[src/rtl/mccoy_instr_feeder.sv]
// mccoy_instr_feeder: program buffer and replay sequencer feeding the McCoy core's 6-bit instruction port.
// Latency: start -> busy next cycle, mem[0] on instr one cycle later; one instruction per cycle, redirect has a one-instruction shadow.
// Backpressure: load_ready only in IDLE and while not full; halt stalls replay with pc held and instr_valid low.
// Build option: define FEEDER_LOOP_EN to replay the program endlessly (end of program and out-of-range redirect wrap to 0, done tied low).
module mccoy_instr_feeder #(
  parameter int         DEPTH     = 16,
  parameter int         AW        = 4,
  parameter logic [5:0] NOP_INSTR = 6'b000000
) (
  input  logic          i_clk,
  input  logic          i_reset,
  input  logic          i_load_valid,
  input  logic [5:0]    i_load_data,
  output logic          o_load_ready,
  input  logic          i_start,
  input  logic          i_halt,
  input  logic          i_clear,
  input  logic          i_redirect_valid,
  input  logic [AW-1:0] i_redirect_addr,
  output logic [5:0]    o_instr,
  output logic          o_instr_valid,
  output logic [AW-1:0] o_pc,
  output logic [AW:0]   o_prog_len,
  output logic          o_busy,
  output logic          o_done
);

  typedef enum logic [1:0] {
    ST_IDLE = 2'd0,
    ST_RUN  = 2'd1,
    ST_DONE = 2'd2
  } state_t;

  localparam logic [AW:0] LP_DEPTH = (AW+1)'(DEPTH);

  state_t        r_state;
  logic [5:0]    r_mem [DEPTH];
  logic [AW-1:0] r_pc;
  logic [AW:0]   r_prog_len;
  logic [5:0]    r_instr;
  logic          r_instr_valid;

  logic          w_load_ready;
  logic          w_load_fire;
  logic          w_last;
  logic          w_redir_ok;
  logic [AW-1:0] w_pc_inc;

  // Words are only accepted while idle and the buffer has room.
  assign w_load_ready = (r_state == ST_IDLE) && (r_prog_len < LP_DEPTH);
  assign w_load_fire  = i_load_valid && w_load_ready;
  // The word being issued is the final one of the program.
  assign w_last       = ({1'b0, r_pc} == (r_prog_len - 1'b1));
  // A redirect is honoured only if it lands inside the loaded program.
  assign w_redir_ok   = ({1'b0, i_redirect_addr} < r_prog_len);
  assign w_pc_inc     = r_pc + 1'b1;

  // Program storage: accepted word lands at the current length; contents survive clear (length gates use).
  always_ff @(posedge i_clk) begin
    if (w_load_fire && !i_reset && !i_clear) begin
      r_mem[r_prog_len[AW-1:0]] <= i_load_data;
    end
  end

  // Sequencer FSM: load in IDLE, replay one word per cycle in RUN, park in DONE.
  always_ff @(posedge i_clk) begin
    if (i_reset || i_clear) begin
      r_state       <= ST_IDLE;
      r_pc          <= '0;
      r_prog_len    <= '0;
      r_instr       <= NOP_INSTR;
      r_instr_valid <= 1'b0;
    end else begin
      // Nothing is issued unless RUN issues below.
      r_instr       <= NOP_INSTR;
      r_instr_valid <= 1'b0;
      case (r_state)
        ST_IDLE: begin
          if (w_load_fire) begin
            r_prog_len <= r_prog_len + 1'b1;
          end
          // A word accepted on the start edge counts toward the length.
          if (i_start && (w_load_fire || (r_prog_len != '0))) begin
            r_state <= ST_RUN;
            r_pc    <= '0;
          end
        end
        ST_RUN: begin
          // Halt wins over redirect: pc holds and the output stays NOP.
          if (!i_halt) begin
            r_instr       <= r_mem[r_pc];
            r_instr_valid <= 1'b1;
            if (i_redirect_valid && w_redir_ok) begin
              r_pc <= i_redirect_addr;
            end else if (i_redirect_valid || w_last) begin
`ifdef FEEDER_LOOP_EN
              r_pc <= '0;
`else
              r_state <= ST_DONE;
`endif
            end else begin
              r_pc <= w_pc_inc;
            end
          end
        end
        ST_DONE: begin
          if (i_start) begin
            r_state <= ST_RUN;
            r_pc    <= '0;
          end
        end
        default: begin
          r_state <= ST_IDLE;
        end
      endcase
    end
  end

  assign o_load_ready  = w_load_ready;
  assign o_instr       = r_instr;
  assign o_instr_valid = r_instr_valid;
  assign o_pc          = r_pc;
  assign o_prog_len    = r_prog_len;
  assign o_busy        = (r_state == ST_RUN);
`ifdef FEEDER_LOOP_EN
  assign o_done        = 1'b0;
`else
  assign o_done        = (r_state == ST_DONE);
`endif

endmodule

[config.mk]
export PLATFORM = sky130hd
export DESIGN_NAME = mccoy_instr_feeder
export DESIGN_NICKNAME = d
export VERILOG_FILES = /design/src/rtl/mccoy_instr_feeder.sv
export SDC_FILE = /design/constraint.sdc
export NUM_CORES = 1
export LEC_CHECK = 0
export CAP_MARGIN = 40
export CELL_PAD_IN_SITES_DETAIL_PLACEMENT = 0
export CELL_PAD_IN_SITES_GLOBAL_PLACEMENT = 1
export CORE_ASPECT_RATIO = 2
export CORE_MARGIN = 5
export CORE_UTILIZATION = 30
export CTS_CLUSTER_SIZE = 20
export DETAILED_ROUTE_END_ITERATION = 16
export PLACE_DENSITY = 0.48
export SYNTH_ARGS = -nofsm -noshare
export SYNTH_HDL_FRONTEND = slang
export SYNTH_SLANG_ARGS = --single-unit
export TNS_END_PERCENT = 100
[constraint.sdc]
create_clock -name i_clk -period 2.98 [get_ports i_clk]
set_input_delay 0.745 -clock i_clk [delete_from_list [all_inputs] [get_ports i_clk]]
set_output_delay 0.745 -clock i_clk [all_outputs]
set_load 0.01 [all_outputs]
=== Yosys cells after proc, flatten, opt, wreduce, memory -nomap -nowiden ===
Memories as Yosys holds them, arrays and structs flattened. A register that Yosys moved wholly into a read port is not among the register bits.
Cells that the tools add are included.

* Bits in registers: 12
* Latch bits: 0
* RAM bits: 96
* Bits in read-only memories: 0
* Input bits: 17
* Output and inout bits: 19
* Memories kept: 1

{| class="wikitable"
|+ Memories
! memory !! depth !! bits a word !! rd ports !! clocked after memory_dff !! wr ports !! RTL line !! text
|-
| r_mem || 16 || 6 || 1 || 1 || 1 || 37 || <nowiki>logic [5:0] r_mem [DEPTH];</nowiki>
|}

* $add $sub $neg: 3
* $mul: 0
* Div/mod/pow operators: 0
* Magnitude comparators: 2
* Equal/unequal tests: 9
* Shift operators: 0
* Mux-type cells: 15
* Bitwise gates (word level): 1
* Reductions and logical operators: 19

{| class="wikitable"
|+ Operators with widths
! kind !! count
|-
| $mux 4 || 5
|-
| $pmux 4 s3 || 1
|-
| $mux 2 || 5
|-
| $reduce_and 5->1 || 2
|-
| $logic_and 1x1->1 || 6
|-
| $ne 2x2->1 const B || 3
|-
| $pmux 2 s3 || 1
|-
| $add 5x1->5 const B || 1
|-
| $eq 4x5->1 || 1
|-
| $lt 4x5->1 || 1
|-
| $lt 5x5->1 const B || 1
|-
| $reduce_bool 5->1 || 1
|-
| $sub 5x1->5 const B || 1
|-
| $add 4x1->4 const B || 1
|-
| $ne 2x1->1 const B || 2
|-
| $logic_or 1x1->1 || 3
|-
| $mux 1 || 3
|-
| $ne 3x3->1 const B || 1
|-
| $reduce_bool 3->1 || 1
|-
| $reduce_or 3->1 || 1
|-
| $eq 2x1->1 const B || 1
|-
| $eq 2x2->1 const B || 1
|-
| $logic_not 1->1 || 2
|-
| $logic_not 2->1 || 1
|-
| 3 further kinds || 3
|}

=== Depth between registers and ports, before layout ===
* Depth in word-level cells: 7
* Gate-level depth with buffers: 8
* Mapped depth without buffers: 7

=== Worst setup path after synthesis ===
OpenSTA, ideal clock, no wires.

* Path kind: input-to-reg
* Start: input i_reset
* End: memory r_mem[3][0], enable pin
* Library setup time: 0.377 ns
* Data arrival time: 2.003 ns
* Data required time: 2.603 ns
* Path slack: 0.600 ns
* Stages on the path: 5
* Buffers on the path: 1
* Cell sequence: or2_2 > clkbuf_1 > nor2_1 > nand2_1 > nor3_1

* Word-level cells in the longest chain between the ends: 5

{| class="wikitable"
|+ RTL lines
! item !! RTL line !! text
|-
| start: declaration || 11 || <nowiki>input logic i_reset,</nowiki>
|-
| $logic_not 1->1 || 60 || <nowiki>if (w_load_fire && !i_reset && !i_clear) begin</nowiki>
|-
| $logic_and 1x1->1 (2 in series) || 60 ||
|-
| $mux 1 || 60 ||
|-
| $mux 1 (not written as such) || 61 || <nowiki>r_mem[r_prog_len[AW-1:0]] <= i_load_data;</nowiki>
|-
| end: declaration || 37 ||
|}

No other way between the ends.

=== Final worst setup path ===
* Start: register r_state[0]
* End: output o_load_ready

* Word-level cells in the longest chain between the ends: 2

{| class="wikitable"
|+ RTL lines
! item !! RTL line !! text
|-
| start: declaration || 36 || <nowiki>state_t r_state;</nowiki>
|-
| start signal: assignment || 68 || <nowiki>r_state <= ST_IDLE;</nowiki>
|-
| start signal: assignment || 84 || <nowiki>r_state <= ST_RUN;</nowiki>
|-
| start signal: assignment || 99 || <nowiki>r_state <= ST_DONE;</nowiki>
|-
| $logic_not 2->1 || 50 || <nowiki>assign w_load_ready = (r_state == ST_IDLE) && (r_prog_len < LP_DEPTH);</nowiki>
|-
| $logic_and 1x1->1 || 50 ||
|-
| end: declaration || 14 || <nowiki>output logic o_load_ready,</nowiki>
|}

No other way between the ends.

==> metrics <==
first-pass GRT wire length=19100 um; RSZ-0062 raised after global routing=no; worst r2r path cells=7; core area=15800 um2; post_cts resized=0; crit path time final=2.68 ns; Post-synth ARST share=0%; reg-to-reg slack, setup=0.46 ns; share of cells above drive strength 1=26.3%; Worst Setup End Kind=primary output; Post-synth top flop=edfxtp_1; PwrDens=658 nW/um2; worst r2r src=o_prog_len[2]; PortBufs=35; sequential share of the synthesized area=67.6%; # DRC=0; WL per Instance=22.4 um; status=finished clean; chip width=99.5 um; post-synthesis register bit count=114; post-route ant nets=0; worst reg2reg endpoint=o_pc[2]; Num CTS Buffers=17; ANT cells=0; Slowest Stage Delay on Critical Path=0.56 ns; Setup TNS Final=0 ns; CP arrival=1.93 ns; VDD IR max=378 uV; mapped cell area=4800 um2; Total GRT Usage=14.4%; antenna violations before repair=0; Slew @ Worst Pin=0.622 ns; Synth Warn #=0; Max Slew Vio Count=0; hold slack=0.561 ns; crit path kind=register to primary output; Yosys cell types=40; dpl hpwl=9320 um; CTS Sinks=114; crit path max fanout=6; final number of hold-violating endpoints=0; row count=65; CTS Buffer Depth=2; Hold Crit Class=register to register; CP delay by family, top=buffers and inverters; GP Congestion=0.801; Clock transition at path regs=0.05 ns; insertion delay to the later sink of the worst-skew pair=0.41 ns; DR WL met3=354 um; WP buf/inv=2; metal2 WL=7510 um; Boundary Pins=36; largest net degree at the start of global routing=27; final worst-path cycle share=89.8%; Post-Syn Instances=279; Mapped Avg Cell Area=17.2 um2; Worst slew margin=58.3%; Routed Wire Length=12600 um; fmax=0.374 GHz; vias per inst=4.74; initial DRC count=118; nets=374; worst clock skew=0.00753 ns; Filler cells=1511; Hold Startpoint=o_prog_len[1]; max-cap violation count=0; via count=2663; Post-synth EDFFs=96; Worst setup SP type=register; Root Buffer Master=clkbuf_16; die area=18800 um2; Leak=2.02 nW; M1 wire length=4380 um; worst path cell trace=or3_1 > inv_1 > clkdlybuf4s50_1; vias in the first global route=2903; CP required=2.24 ns; slowest CP cell=clkdlybuf4s50_1; Die Ht=189 um; Syn Nets=305; Hold Buf Count CTS=0; Synth-to-Final Area Change=28.1%; Initial Util=30.4%; CTS tree=done; total grt overflow=0; WHS Path Cells=2; TritonRoute pass-1 iters=4; Hold Path Sink=o_prog_len[1]; Setup Fix Bufs, Post-CTS=0; uppermost routed layer=met4; H-tree depth=4; setup violators final=0
[power by group]
group | internal, W | total, W | switching, W
combinational | 0.000107 | 0.000217 | 0.000110
sequential | 0.00174 | 0.00175 | 0.0000133
clock | 0.00136 | 0.00208 | 0.000727
total | 0.00320 | 0.00405 | 0.000850
[cell usage after synthesis, types with 2 or more instances]
| cell type | number | area share [%] |
|---|---|---|
| o211ai_1 | 2 | 0.31 |
| nand3_1 | 4 | 0.42 |
| or3_1 | 2 | 0.26 |
| nor2b_1 | 10 | 1.3 |
| edfxtp_1 | 96 | 60 |
| o31ai_1 | 3 | 0.47 |
| a22oi_1 | 4 | 0.63 |
| ha_1 | 9 | 2.3 |
| o21ai_0 | 3 | 0.31 |
| mux4_2 | 30 | 14 |
| nor3b_1 | 4 | 0.63 |
| nand2b_1 | 2 | 0.26 |
| nor2_1 | 20 | 1.6 |
| buf_1 | 2 | 0.16 |
| buf_6 | 2 | 0.47 |
| dfxtp_1 | 18 | 7.5 |
| nand2_1 | 12 | 0.94 |
| inv_1 | 10 | 0.78 |
| nor3_1 | 8 | 0.83 |
| xnor2_1 | 8 | 1.5 |
| a21oi_1 | 7 | 0.73 |
| buf_2 | 3 | 0.31 |
| buf_4 | 3 | 0.47 |
[cell usage in the layout, fill, tap and decap left out, types with 3 or more instances in the layout]
cell type / n
edfxtp_1: 96
clkdlybuf4s50_1: 35
mux4_2: 30
buf_4: 25
nor2_1: 20
clkbuf_16: 17
dfxtp_1: 17
nand2_1: 12
inv_1: 10
nor2b_1: 10
ha_1: 9
nor3_1: 8
xnor2_1: 8
a21oi_1: 7
nor3b_1: 4
nand3_1: 4
a22oi_1: 4
o21ai_0: 3
o31ai_1: 3
bufinv_16: 3
[sequential cells by signal, indices dropped and copies added, names as in the netlist]
register and cells:
o_instr 6, r_mem 96, r_state 2, o_pc 4
o_prog_len 5, o_instr_valid 1
[metal layers]
metal  global-route usage [%]  vias to the layer above
met3                     3.54                       15
met5                        0                        -
li1                         -                     1233
met1                     14.1                     1368
met2                     27.6                       47
met4                     6.58                        0
[cell type report]
cell class	count	area, um2	share of cell area [%]
clock buffer	19	453	7.36
clock inverter	13	158	2.56
sequential	114	3240	52.7
inverter	10	37.5	0.610
multi-input combinational	144	1450	23.6
timing repair buffer	61	558	9.07
tap	201	251	4.09
[worst reg2reg max path: stages (launching register included)]
cell and delay, ns:
dfxtp_1 0.63, inv_1 0.26, ha_1 0.35, nand2_1 0.05, o21ai_0 0.39, a211oi_2 0.21, or2_4 0.32, a31o_1 0.21
[worst max-delay path by stage]
stage | from | to | slack (ns) | cells past startpoint
3_3_place_gp | i_redirect_addr[2] | o_pc[2] | 0.24 | 7
4_1_cts | r_state[0] | o_load_ready | 0.27 | 3
3_5_place_dp | i_redirect_addr[2] | o_pc[2] | 0.20 | 7
2_1_floorplan | i_reset | r_mem[3][0] | 0.60 | 5
5_1_grt | r_state[0] | o_load_ready | 0.21 | 3
6_report | r_state[0] | o_load_ready | 0.30 | 3
[kinds of logic after synthesis]
| family | Yosys count | synth area share (%) |
|---|---|---|
| AOI/OAI and AO/OA | 28 | 4.48 |
| muxes | 30 | 14.1 |
| and+or+nand+nor | 67 | 7.11 |
| xor gates and xnor gates | 10 | 2.16 |
| buffers and inverters | 21 | 2.27 |
| adders and majority gates | 9 | 2.35 |
| DFF | 114 | 67.6 |
[per-stage QoR]
stage | power (W) | setup WS [ns] | util [%] | cell area, um2 | std cells
final | 0.00405 | 0.304 | 39.0 | 6150 | 562
after global routing | 0.00420 | 0.214 | 39.0 | 6150 | 562
after CTS | 0.00410 | 0.271 | 39.0 | 6150 | 562
after detailed placement | 0.00201 | 0.200 | 35.1 | 5540 | 530
after global placement | 0.00201 | 0.236 | 35.1 | 5540 | 530
after floorplan | 0.00190 | 0.600 | - | 4800 | 279
No activity file was read; power rests on OpenSTA's default activity.
